`src/rtl/uart_pkg.sv`:
```
// ---------------------------------------------------------------------------
// uart_pkg
//   Shared definitions for the UART datapath (TX core today, RX core later).
//   Holds the serialiser state encoding, the reg2 field codes for parity and
//   stop bits, the legal data-bit range, and small helpers that decode those
//   fields so every core interprets them the same way.
// ---------------------------------------------------------------------------
package uart_pkg;

  // Width of the user byte path.
  localparam int DATA_W = 8;

  // Serialiser states, in frame order.
  typedef enum logic [2:0] {
    ST_IDLE   = 3'd0,
    ST_START  = 3'd1,
    ST_DATA   = 3'd2,
    ST_PARITY = 3'd3,
    ST_STOP   = 3'd4
  } tx_state_e;

  // reg2 parity field. Code 3 is reserved and behaves like "none".
  typedef enum logic [1:0] {
    PARITY_NONE     = 2'd0,
    PARITY_ODD      = 2'd1,
    PARITY_EVEN     = 2'd2,
    PARITY_NONE_ALT = 2'd3
  } parity_e;

  // reg2 stop field: only this code selects two stop bits.
  localparam logic [1:0] STOP_TWO = 2'd2;

  // Legal data-bit range; programmed values outside it are clamped.
  localparam logic [3:0] DATA_BITS_MIN = 4'd5;
  localparam logic [3:0] DATA_BITS_MAX = 4'd8;

  // Shortest bit period the serialiser will use, in clocks.
  localparam int DEFAULT_MIN_DIV = 2;

  // Clamp the programmed data-bit count into 5..8.
  function automatic logic [3:0] clamp_data_bits(input logic [3:0] code);
    logic [3:0] result;
    result = code;
    if (code < DATA_BITS_MIN) begin
      result = DATA_BITS_MIN;
    end else if (code > DATA_BITS_MAX) begin
      result = DATA_BITS_MAX;
    end
    return result;
  endfunction

  // True when the parity field asks for a parity bit.
  function automatic logic parity_enabled(input logic [1:0] code);
    return (code == PARITY_ODD) || (code == PARITY_EVEN);
  endfunction

  // Parity over the low nbits of data. Even parity is the plain XOR, odd
  // parity is its inverse. nbits must already be clamped to 5..8.
  function automatic logic calc_parity(input logic [DATA_W-1:0] data,
                                       input logic [3:0]        nbits,
                                       input logic [1:0]        code);
    logic [DATA_W-1:0] masked;
    // 8'hFF << 8 is zero, so nbits == 8 keeps every bit.
    masked = data & ~(8'hFF << nbits);
    return (^masked) ^ (code == PARITY_ODD);
  endfunction

endpackage

```
`src/rtl/uart_tx_core_if.sv`:
```
// ---------------------------------------------------------------------------
// uart_tx_core_if
//   Byte handshake between the UART slave's TX FIFO and the TX serialiser.
//   Signals:
//     i_user_tx_data   byte offered by the upstream (held until accepted)
//     i_user_tx_valid  upstream has a byte
//     o_user_tx_ready  serialiser can take a byte this cycle
//   Modports:
//     master  upstream side (FIFO / bench)
//     slave   serialiser side
// ---------------------------------------------------------------------------
interface uart_tx_core_if;
  import uart_pkg::*;

  logic [DATA_W-1:0] i_user_tx_data;
  logic              i_user_tx_valid;
  logic              o_user_tx_ready;

  modport master (
    output i_user_tx_data,
    output i_user_tx_valid,
    input  o_user_tx_ready
  );

  modport slave (
    input  i_user_tx_data,
    input  i_user_tx_valid,
    output o_user_tx_ready
  );

endinterface

```
`src/rtl/uart_baud_counter.sv`:
```
// ---------------------------------------------------------------------------
// uart_baud_counter
//   Loadable down-counter that marks the last clock of a bit period.
//   Load with (period - 1) on the first clock of a bit; o_tick is high on the
//   clock where the count has reached zero, i.e. the last clock of the period.
//   Ports:
//     clock       system clock
//     reset       asynchronous, active-low
//     i_load      load i_load_val this clock (takes priority over counting)
//     i_load_val  new count value
//     i_enable    count down while high; o_tick is masked while low
//     o_tick      terminal count reached
// ---------------------------------------------------------------------------
module uart_baud_counter #(
  parameter int P_WIDTH = 25
) (
  input  logic               clock,
  input  logic               reset,
  input  logic               i_load,
  input  logic [P_WIDTH-1:0] i_load_val,
  input  logic               i_enable,
  output logic               o_tick
);

  logic [P_WIDTH-1:0] count_q;
  logic [P_WIDTH-1:0] count_d;

  always_comb begin
    count_d = count_q;
    if (i_load) begin
      count_d = i_load_val;
    end else if (i_enable && (count_q != '0)) begin
      count_d = count_q - P_WIDTH'(1);
    end
  end

  always_ff @(posedge clock or negedge reset) begin
    if (!reset) begin
      count_q <= '0;
    end else begin
      count_q <= count_d;
    end
  end

  assign o_tick = i_enable && (count_q == '0);

endmodule

```
`src/rtl/uart_tx_core.sv`:
```
// ---------------------------------------------------------------------------
// uart_tx_core
//   UART serialiser. Takes one byte per valid/ready handshake and sends
//   start bit, 5..8 data bits LSB first, optional parity, 1 or 2 stop bits,
//   each bit lasting a programmable number of clocks.
//   Ports:
//     clock        system clock
//     reset        asynchronous, active-low
//     tx_if        byte handshake (slave side)
//     o_uart_tx    serial line, idle high, registered
//     i_uart_cts   peer flow control, asynchronous; high blocks new frames
//     i_div_num    clocks per bit (raised to P_MIN_DIV if smaller)
//     i_data_bit   data bits per frame (clamped to 5..8)
//     i_stop_bit   2 = two stop bits, otherwise one
//     i_check_bit  0/3 = no parity, 1 = odd, 2 = even
//     o_tx_busy    high from acceptance until the stop period ends
//   All configuration is captured at acceptance, so reg2 may change while a
//   frame is on the line without disturbing it.
// ---------------------------------------------------------------------------
module uart_tx_core
  import uart_pkg::*;
#(
  parameter int P_DIV_WIDTH = 24,
  parameter int P_MIN_DIV   = DEFAULT_MIN_DIV
) (
  input  logic                   clock,
  input  logic                   reset,
  uart_tx_core_if.slave          tx_if,
  output logic                   o_uart_tx,
  input  logic                   i_uart_cts,
  input  logic [P_DIV_WIDTH-1:0] i_div_num,
  input  logic [3:0]             i_data_bit,
  input  logic [1:0]             i_stop_bit,
  input  logic [1:0]             i_check_bit,
  output logic                   o_tx_busy
);

  // One extra bit so a two-stop-bit period (2 * eff_div) fits.
  localparam int CW = P_DIV_WIDTH + 1;

  tx_state_e          state_q,     state_d;
  logic               tx_q,        tx_d;
  logic               ready_q,     ready_d;
  logic               busy_q,      busy_d;
  logic               cts_meta_q,  cts_meta_d;
  logic               cts_s_q,     cts_s_d;
  logic [DATA_W-1:0]  shift_q,     shift_d;
  logic [2:0]         bit_idx_q,   bit_idx_d;
  logic [3:0]         nbits_q,     nbits_d;
  logic               two_stop_q,  two_stop_d;
  logic               par_en_q,    par_en_d;
  logic               par_bit_q,   par_bit_d;
  logic [P_DIV_WIDTH-1:0] eff_div_q, eff_div_d;

  logic               accept;
  logic [P_DIV_WIDTH-1:0] eff_div_in;
  logic [3:0]         nbits_in;
  logic [CW-1:0]      bit_len_m1;
  logic [CW-1:0]      stop_len_m1;
  logic               cnt_load;
  logic [CW-1:0]      cnt_load_val;
  logic               cnt_tick;

  assign accept     = tx_if.i_user_tx_valid && ready_q;
  assign eff_div_in = (i_div_num < P_DIV_WIDTH'(P_MIN_DIV)) ? P_DIV_WIDTH'(P_MIN_DIV)
                                                            : i_div_num;
  assign nbits_in   = clamp_data_bits(i_data_bit);

  // Reload values use the captured period, never the live input.
  assign bit_len_m1  = CW'(eff_div_q) - CW'(1);
  assign stop_len_m1 = two_stop_q ? (({1'b0, eff_div_q} << 1) - CW'(1)) : bit_len_m1;

  uart_baud_counter #(
    .P_WIDTH (CW)
  ) u_baud (
    .clock      (clock),
    .reset      (reset),
    .i_load     (cnt_load),
    .i_load_val (cnt_load_val),
    .i_enable   (state_q != ST_IDLE),
    .o_tick     (cnt_tick)
  );

  always_comb begin
    state_d      = state_q;
    tx_d         = tx_q;
    busy_d       = busy_q;
    shift_d      = shift_q;
    bit_idx_d    = bit_idx_q;
    nbits_d      = nbits_q;
    two_stop_d   = two_stop_q;
    par_en_d     = par_en_q;
    par_bit_d    = par_bit_q;
    eff_div_d    = eff_div_q;
    cnt_load     = 1'b0;
    cnt_load_val = bit_len_m1;

    // Plain two-flop synchroniser for the asynchronous CTS input.
    cts_meta_d = i_uart_cts;
    cts_s_d    = cts_meta_q;

    unique case (state_q)
      ST_IDLE: begin
        tx_d = 1'b1;
        if (accept) begin
          state_d      = ST_START;
          tx_d         = 1'b0;
          busy_d       = 1'b1;
          shift_d      = tx_if.i_user_tx_data;
          nbits_d      = nbits_in;
          two_stop_d   = (i_stop_bit == STOP_TWO);
          par_en_d     = parity_enabled(i_check_bit);
          // Parity is fixed at acceptance from the same snapshot as the data.
          par_bit_d    = calc_parity(tx_if.i_user_tx_data, nbits_in, i_check_bit);
          eff_div_d    = eff_div_in;
          cnt_load     = 1'b1;
          cnt_load_val = CW'(eff_div_in) - CW'(1);
        end
      end

      ST_START: begin
        if (cnt_tick) begin
          state_d   = ST_DATA;
          tx_d      = shift_q[0];
          bit_idx_d = '0;
          cnt_load  = 1'b1;
        end
      end

      ST_DATA: begin
        if (cnt_tick) begin
          cnt_load = 1'b1;
          if ({1'b0, bit_idx_q} == (nbits_q - 4'd1)) begin
            if (par_en_q) begin
              state_d = ST_PARITY;
              tx_d    = par_bit_q;
            end else begin
              state_d      = ST_STOP;
              tx_d         = 1'b1;
              cnt_load_val = stop_len_m1;
            end
          end else begin
            // shift_q[0] is on the line now, so the next bit is shift_q[1].
            bit_idx_d = bit_idx_q + 3'd1;
            shift_d   = {1'b0, shift_q[DATA_W-1:1]};
            tx_d      = shift_q[1];
          end
        end
      end

      ST_PARITY: begin
        if (cnt_tick) begin
          state_d      = ST_STOP;
          tx_d         = 1'b1;
          cnt_load     = 1'b1;
          cnt_load_val = stop_len_m1;
        end
      end

      ST_STOP: begin
        tx_d = 1'b1;
        if (cnt_tick) begin
          state_d = ST_IDLE;
          busy_d  = 1'b0;
        end
      end

      default: begin
        state_d = ST_IDLE;
        tx_d    = 1'b1;
        busy_d  = 1'b0;
      end
    endcase

    // Looking at the next state lets ready rise on the same edge the stop
    // period ends, and drop on the accepting edge. A new byte can therefore
    // be taken one clock after the stop period at the earliest, which is the
    // one-clock idle gap between back-to-back frames.
    ready_d = (state_d == ST_IDLE) && !cts_s_q;
  end

  always_ff @(posedge clock or negedge reset) begin
    if (!reset) begin
      state_q    <= ST_IDLE;
      tx_q       <= 1'b1;
      ready_q    <= 1'b0;
      busy_q     <= 1'b0;
      // Treat the peer as blocked until the synchroniser has filled.
      cts_meta_q <= 1'b1;
      cts_s_q    <= 1'b1;
      shift_q    <= '0;
      bit_idx_q  <= '0;
      nbits_q    <= DATA_BITS_MAX;
      two_stop_q <= 1'b0;
      par_en_q   <= 1'b0;
      par_bit_q  <= 1'b0;
      eff_div_q  <= P_DIV_WIDTH'(P_MIN_DIV);
    end else begin
      state_q    <= state_d;
      tx_q       <= tx_d;
      ready_q    <= ready_d;
      busy_q     <= busy_d;
      cts_meta_q <= cts_meta_d;
      cts_s_q    <= cts_s_d;
      shift_q    <= shift_d;
      bit_idx_q  <= bit_idx_d;
      nbits_q    <= nbits_d;
      two_stop_q <= two_stop_d;
      par_en_q   <= par_en_d;
      par_bit_q  <= par_bit_d;
      eff_div_q  <= eff_div_d;
    end
  end

  assign o_uart_tx             = tx_q;
  assign o_tx_busy             = busy_q;
  assign tx_if.o_user_tx_ready = ready_q;

endmodule

```
`src/flat_wrapper.sv`:
```
// flat-port wrapper written by rule: the top's interface ports become plain ports
module uart_tx_core_flat import uart_pkg::*;
#(
  parameter int P_DIV_WIDTH = 24,
  parameter int P_MIN_DIV   = DEFAULT_MIN_DIV
)
  (clock, reset, o_uart_tx, i_uart_cts, i_div_num, i_data_bit, i_stop_bit, i_check_bit, o_tx_busy, tx_if_i_user_tx_data, tx_if_i_user_tx_valid, tx_if_o_user_tx_ready);
  uart_tx_core_if tx_if_i ();
  input  logic clock;
  input  logic reset;
  output logic o_uart_tx;
  input  logic i_uart_cts;
  input  logic [P_DIV_WIDTH-1:0] i_div_num;
  input  logic [3:0] i_data_bit;
  input  logic [1:0] i_stop_bit;
  input  logic [1:0] i_check_bit;
  output logic o_tx_busy;
  input wire logic [$bits(tx_if_i.i_user_tx_data)-1:0] tx_if_i_user_tx_data;
  input wire logic [$bits(tx_if_i.i_user_tx_valid)-1:0] tx_if_i_user_tx_valid;
  output wire logic [$bits(tx_if_i.o_user_tx_ready)-1:0] tx_if_o_user_tx_ready;
  assign tx_if_i.i_user_tx_data = tx_if_i_user_tx_data;
  assign tx_if_i.i_user_tx_valid = tx_if_i_user_tx_valid;
  assign tx_if_o_user_tx_ready = tx_if_i.o_user_tx_ready;
  uart_tx_core #(.P_DIV_WIDTH(P_DIV_WIDTH), .P_MIN_DIV(P_MIN_DIV)) u_core (.clock(clock), .reset(reset), .tx_if(tx_if_i), .o_uart_tx(o_uart_tx), .i_uart_cts(i_uart_cts), .i_div_num(i_div_num), .i_data_bit(i_data_bit), .i_stop_bit(i_stop_bit), .i_check_bit(i_check_bit), .o_tx_busy(o_tx_busy));
endmodule
```
`config.mk`:
```
export PLATFORM = sky130hd
export DESIGN_NAME = uart_tx_core_flat
export DESIGN_NICKNAME = d
export VERILOG_FILES = /design/src/rtl/uart_pkg.sv /design/src/rtl/uart_tx_core_if.sv /design/src/rtl/uart_baud_counter.sv /design/src/rtl/uart_tx_core.sv /design/src/flat_wrapper.sv
export SDC_FILE = /design/constraint.sdc
export NUM_CORES = 1
export LEC_CHECK = 0
export ABC_AREA = 0
export CORE_ASPECT_RATIO = 1.25
export CORE_MARGIN = 2
export CORE_UTILIZATION = 35
export CTS_BUF_LIST = sky130_fd_sc_hd__clkbuf_16
export DETAILED_ROUTE_END_ITERATION = 10
export HOLD_SLACK_MARGIN = 0.06
export PLACE_DENSITY_LB_ADDON = 0.2
export SETUP_SLACK_MARGIN = 0.15
export SLEW_MARGIN = 20
export SYNTH_ARGS = -nofsm -noshare
export SYNTH_HDL_FRONTEND = slang
export SYNTH_HIERARCHICAL = 1
export SYNTH_SLANG_ARGS = --single-unit
```
`constraint.sdc`:
```
create_clock -name clock -period 5.1 [get_ports clock]
set_clock_uncertainty 0.2 [all_clocks]
set_input_delay 0.765 -clock clock [delete_from_list [all_inputs] [get_ports clock]]
set_output_delay 0.765 -clock clock [all_outputs]
set_load 0.005 [all_outputs]
```
==> results by group <==
Status
  • Status: finished, final reports clean

Logic synthesis
  • Sequential fraction of the synthesis area: 0.336
  • Post-Synth XOR/XNOR Area: 0.0712
  • Mean Syn Cell Area: 8.21 µm²
  • Syn_nets: 734
  • Count of different cell masters after synthesis: 72
  • Largest family of logic cells by synthesized area: simple AND/OR/NAND/NOR gates
  • Ys Warns: 6
  • Post-synth EDFFs: 0
  • Ranking of synthesized cells by area: dfrtp_1 (31%), nand2_1 (8.0%), xnor2_1 (4.4%)
  • Synth area leader: dfrtp_1
  • Compound-Gate Fraction of Synth Area: 0.222
  • Seq cells post-synth: 75
  • Post-synth top flop: dfrtp_1
  • Ys async rst share: 1.00
  • Synth Area in Simple Gates: 0.305
  • Post-synthesis cell count: 683
  • Post-Synth Adder-Cell Area: 0.0156
  • Mux cell area share after synthesis: 0.0107
  • Share of the synthesized area in the top cell type: 0.313
  • Mapped cell area: 5610 µm²

Clocking
  • CTS tree: yes
  • CTS resizes: 0
  • H-tree levels: 3
  • CTS buffer count: 9
  • CTS clk-pin slew, worst paths: 0.06 ns
  • Clk root buf: clkbuf_16
  • # hold bufs at CTS: 0
  • Setup bufs post-CTS: 0
  • Clk sinks: 75
  • CTS max path bufs: 2
  • Worst skew pair latency: 0.33 ns

Route
  • Starting DRT DRC Count: 361
  • DRC: 0
  • DR vias: 5378
  • Final ANT Viol Nets: 0
  • Avg WL per Cell: 16.8 µm
  • First drt pass iteration count: 5
  • Routed vias/inst: 5.77
  • Total wire length: 15700 µm

Setup path
  • Worst Path Buf+Inv: 1
  • FF-to-FF path depth: 12
  • CP dominant cell by count: o21ai_0
  • Worst setup path startpoint: i_div_num[8]
  • Largest fanout on the critical path: 8
  • CP max stage delay: 0.55 ns
  • RR Endpoint: u_core/u_baud/count_q[15]$_DFFE_PN0P_
  • CP max stage cell: clkdlybuf4s50_1
  • CP arrival: 4.46 ns
  • CP endpoint kind: flop
  • Delay-heaviest family, CP: simple AND/OR/NAND/NOR gates
  • Worst EP required: 5.09 ns
  • Worst setup path class: input pin to flop
  • Crit-path cells: clkdlybuf4s50_1, nor4_2, nand4_1, o21ai_0, ha_1, nor3b_1, nand3_1, o41a_1, o21ai_0, o211ai_1, nor2_1, a31oi_1
  • Nature of the critical path startpoint: input pin
  • Flop2flop setup slack: 1.10 ns
  • Worst r2r src: u_core/u_baud/count_q[9]$_DFFE_PN0P_

Power
  • Pwr/cell area: 196 nW/µm²
  • Int Power: 0.973 mW
  • Clk pwr share: 0.458
  • Net switching power: 0.309 mW
  • Worst VDD drop: 0.000160 V
  • Leak Pwr: 2.49 nW
  • Register share of total power: 0.465
  • Sw frac: 0.241
  • Combinational group share of total power: 0.077

Global route
  • Largest net degree at the start of global routing: 76
  • Number of global-route vias before repair: 5242
  • Initial antenna violation count: 0
  • Global-route usage over all layers: 0.191
  • First-pass GRT wire length: 26100 µm
  • Grt ovf: 0

STA
  • Final hold viol count: 0
  • Crit path time final: 4.47 ns
  • Slew Limit Fails: 0
  • Unrepaired setup endpoints after global routing: no
  • Max-slew headroom at the worst pin: 0.341
  • FMAX: 224 MHz
  • Setup_tns: 0 ns
  • Worst Hold Margin: 0.161 ns
  • Worst-Margin Slew: 0.988 ns
  • Setup violators final: 0
  • Final period utilization: 0.876

Placement
  • Placed insts: 916
  • PortBufs: 46
  • Post-DP HPWL: 11600 µm
  • Cell Area, Placed: 6280 µm²
  • Final GP Congestion: 0.843

Worst hold path
  • Hold-critical path depth: 0
  • Hold Crit Class: flop to flop
  • HP Start: u_core/cts_meta_q$_DFF_PN1_
  • Worst hold endpoint: u_core/cts_s_q$_DFF_PN1_

Cells and area
  • P&R area growth vs syn: 16.8%
  • Final core occ: 0.419
  • Finished Cell Area: 6550 µm²
  • Multi-input gate area: 3510 µm²
  • # fillers: 1600
  • Share of cells above drive strength 1: 0.0819
  • Reg area: 1880 µm²
  • Ant. Diodes: 0
  • Final layout net count: 766
  • Cell Count, Final, Fillers Out: 932

Die
  • I/O Pins: 47
  • Die Width: 117 µm
  • Initial core utilization: 0.359
  • Die H: 145 µm
  • Rows: 51
  • Core area: 15600 µm²
  • Die area: 17100 µm²

Run
  • # Max-Cap Violations: 0
## cell families (layout without fill, tap and decap cells)
| kind of cell | after synthesis | in the layout |
|---|---|---|
| flip-flops | 75 | 75 |
| multiplexers | 6 | 6 |
| adder cells (fa/ha/maj) | 7 | 7 |
| AO/OA/AOI/OAI | 169 | 169 |
| buffers and inverters | 56 | 93 |
| XOR/XNOR | 44 | 44 |
| AND/OR/NAND/NOR | 326 | 326 |
## layer usage
| metal | GRT usage | vias up | wire length (µm) |
|---|---|---|---|
| met4 | 0.0524 | 0 | 237 |
| met2 | 0.313 | 153 | 7620 |
| met3 | 0.0275 | 17 | 652 |
| met5 | 0 | - | 0 |
| li1 | - | 2615 | - |
| met1 | 0.260 | 2593 | 7190 |
## worst max-delay path by stage
stage,slack (ns),to,depth (start not counted)
after floorplan,1.30,u_core/u_baud/count_q[22]$_DFFE_PN0P_,12
after global placement,0.42,u_core/u_baud/count_q[22]$_DFFE_PN0P_,12
after detailed placement,0.32,u_core/u_baud/count_q[22]$_DFFE_PN0P_,12
after CTS,0.66,u_core/u_baud/count_q[22]$_DFFE_PN0P_,12
after global routing,0.26,u_core/u_baud/count_q[22]$_DFFE_PN0P_,12
final,0.63,u_core/u_baud/count_q[22]$_DFFE_PN0P_,12
## flip-flops by register name, indices dropped and copies added (netlist names), 3 cells and up
| name | count |
|---|---|
| u_core/u_baud/count_q | 25 |
| u_core/nbits_q | 4 |
| u_core/bit_idx_q | 3 |
| u_core/eff_div_q | 24 |
| u_core/state_q | 3 |
| u_core/shift_q | 8 |
## metrics by stage
stage | setup slack, ns | total power [mW]
2_1_floorplan | 1.30 | 0.641
3_3_place_gp | 0.420 | 0.705
3_5_place_dp | 0.320 | 0.707
4_1_cts | 0.664 | 1.30
5_1_grt | 0.261 | 1.34
6_report | 0.631 | 1.28
## cells in the final DEF (no fill, tap or decap), types with 9 or more instances in the layout
cell             count
nor3_1              17
a21oi_1             14
or3_1               16
o221ai_1            15
nor2_1              48
nand2_1            119
nand3_1             28
nor4_1              16
clkdlybuf4s50_1     45
inv_1               19
dfrtp_1             70
o21ai_0             38
xor2_1              15
xnor2_1             28
nand4_1             11
nand2b_1             9
buf_4               13
clkbuf_16            9
o211ai_1            19
or4_1               12
## area by class of cell
type | count | share of cell area
clock buffer | 9 | 0.0344
timing repair buffer | 58 | 0.0837
multi-input combinational | 552 | 0.536
inverter | 19 | 0.0109
sequential | 75 | 0.288
tap | 212 | 0.0405
clock inverter | 7 | 0.00688
## power groups by stage
stage	Clock (mW)	Sequential (mW)	Combinational, mW
after floorplan	0	0.608	0.0329
after global placement	0	0.608	0.0976
after detailed placement	0	0.608	0.0991
after CTS	0.607	0.597	0.0999
after global routing	0.630	0.596	0.109
final	0.587	0.597	0.0984
## cells in the mapped netlist (4+ instances only)
cell	count
nand2_1	119
dfrtp_1	70
nor2_1	48
o21ai_0	38
clkbuf_1	32
nand3_1	29
xnor2_1	28
o211ai_1	19
inv_1	18
nor3_1	17
nor4_1	16
or3_1	16
a21oi_1	15
o221ai_1	15
xor2_1	15
or4_1	12
nand4_1	11
nand2b_1	9
a2bb2oi_1	8
a31oi_1	8
ha_1	7
nor4_2	7
mux2i_1	6
o2bb2ai_1	6
o31a_1	6
a21o_1	5
dfstp_2	5
nand3b_1	5
nor2b_1	5
o21a_1	5
a211o_1	4
buf_2	4
nor4b_1	4
o31ai_1	4
Note: power is estimated with default switching activity, not from simulation.
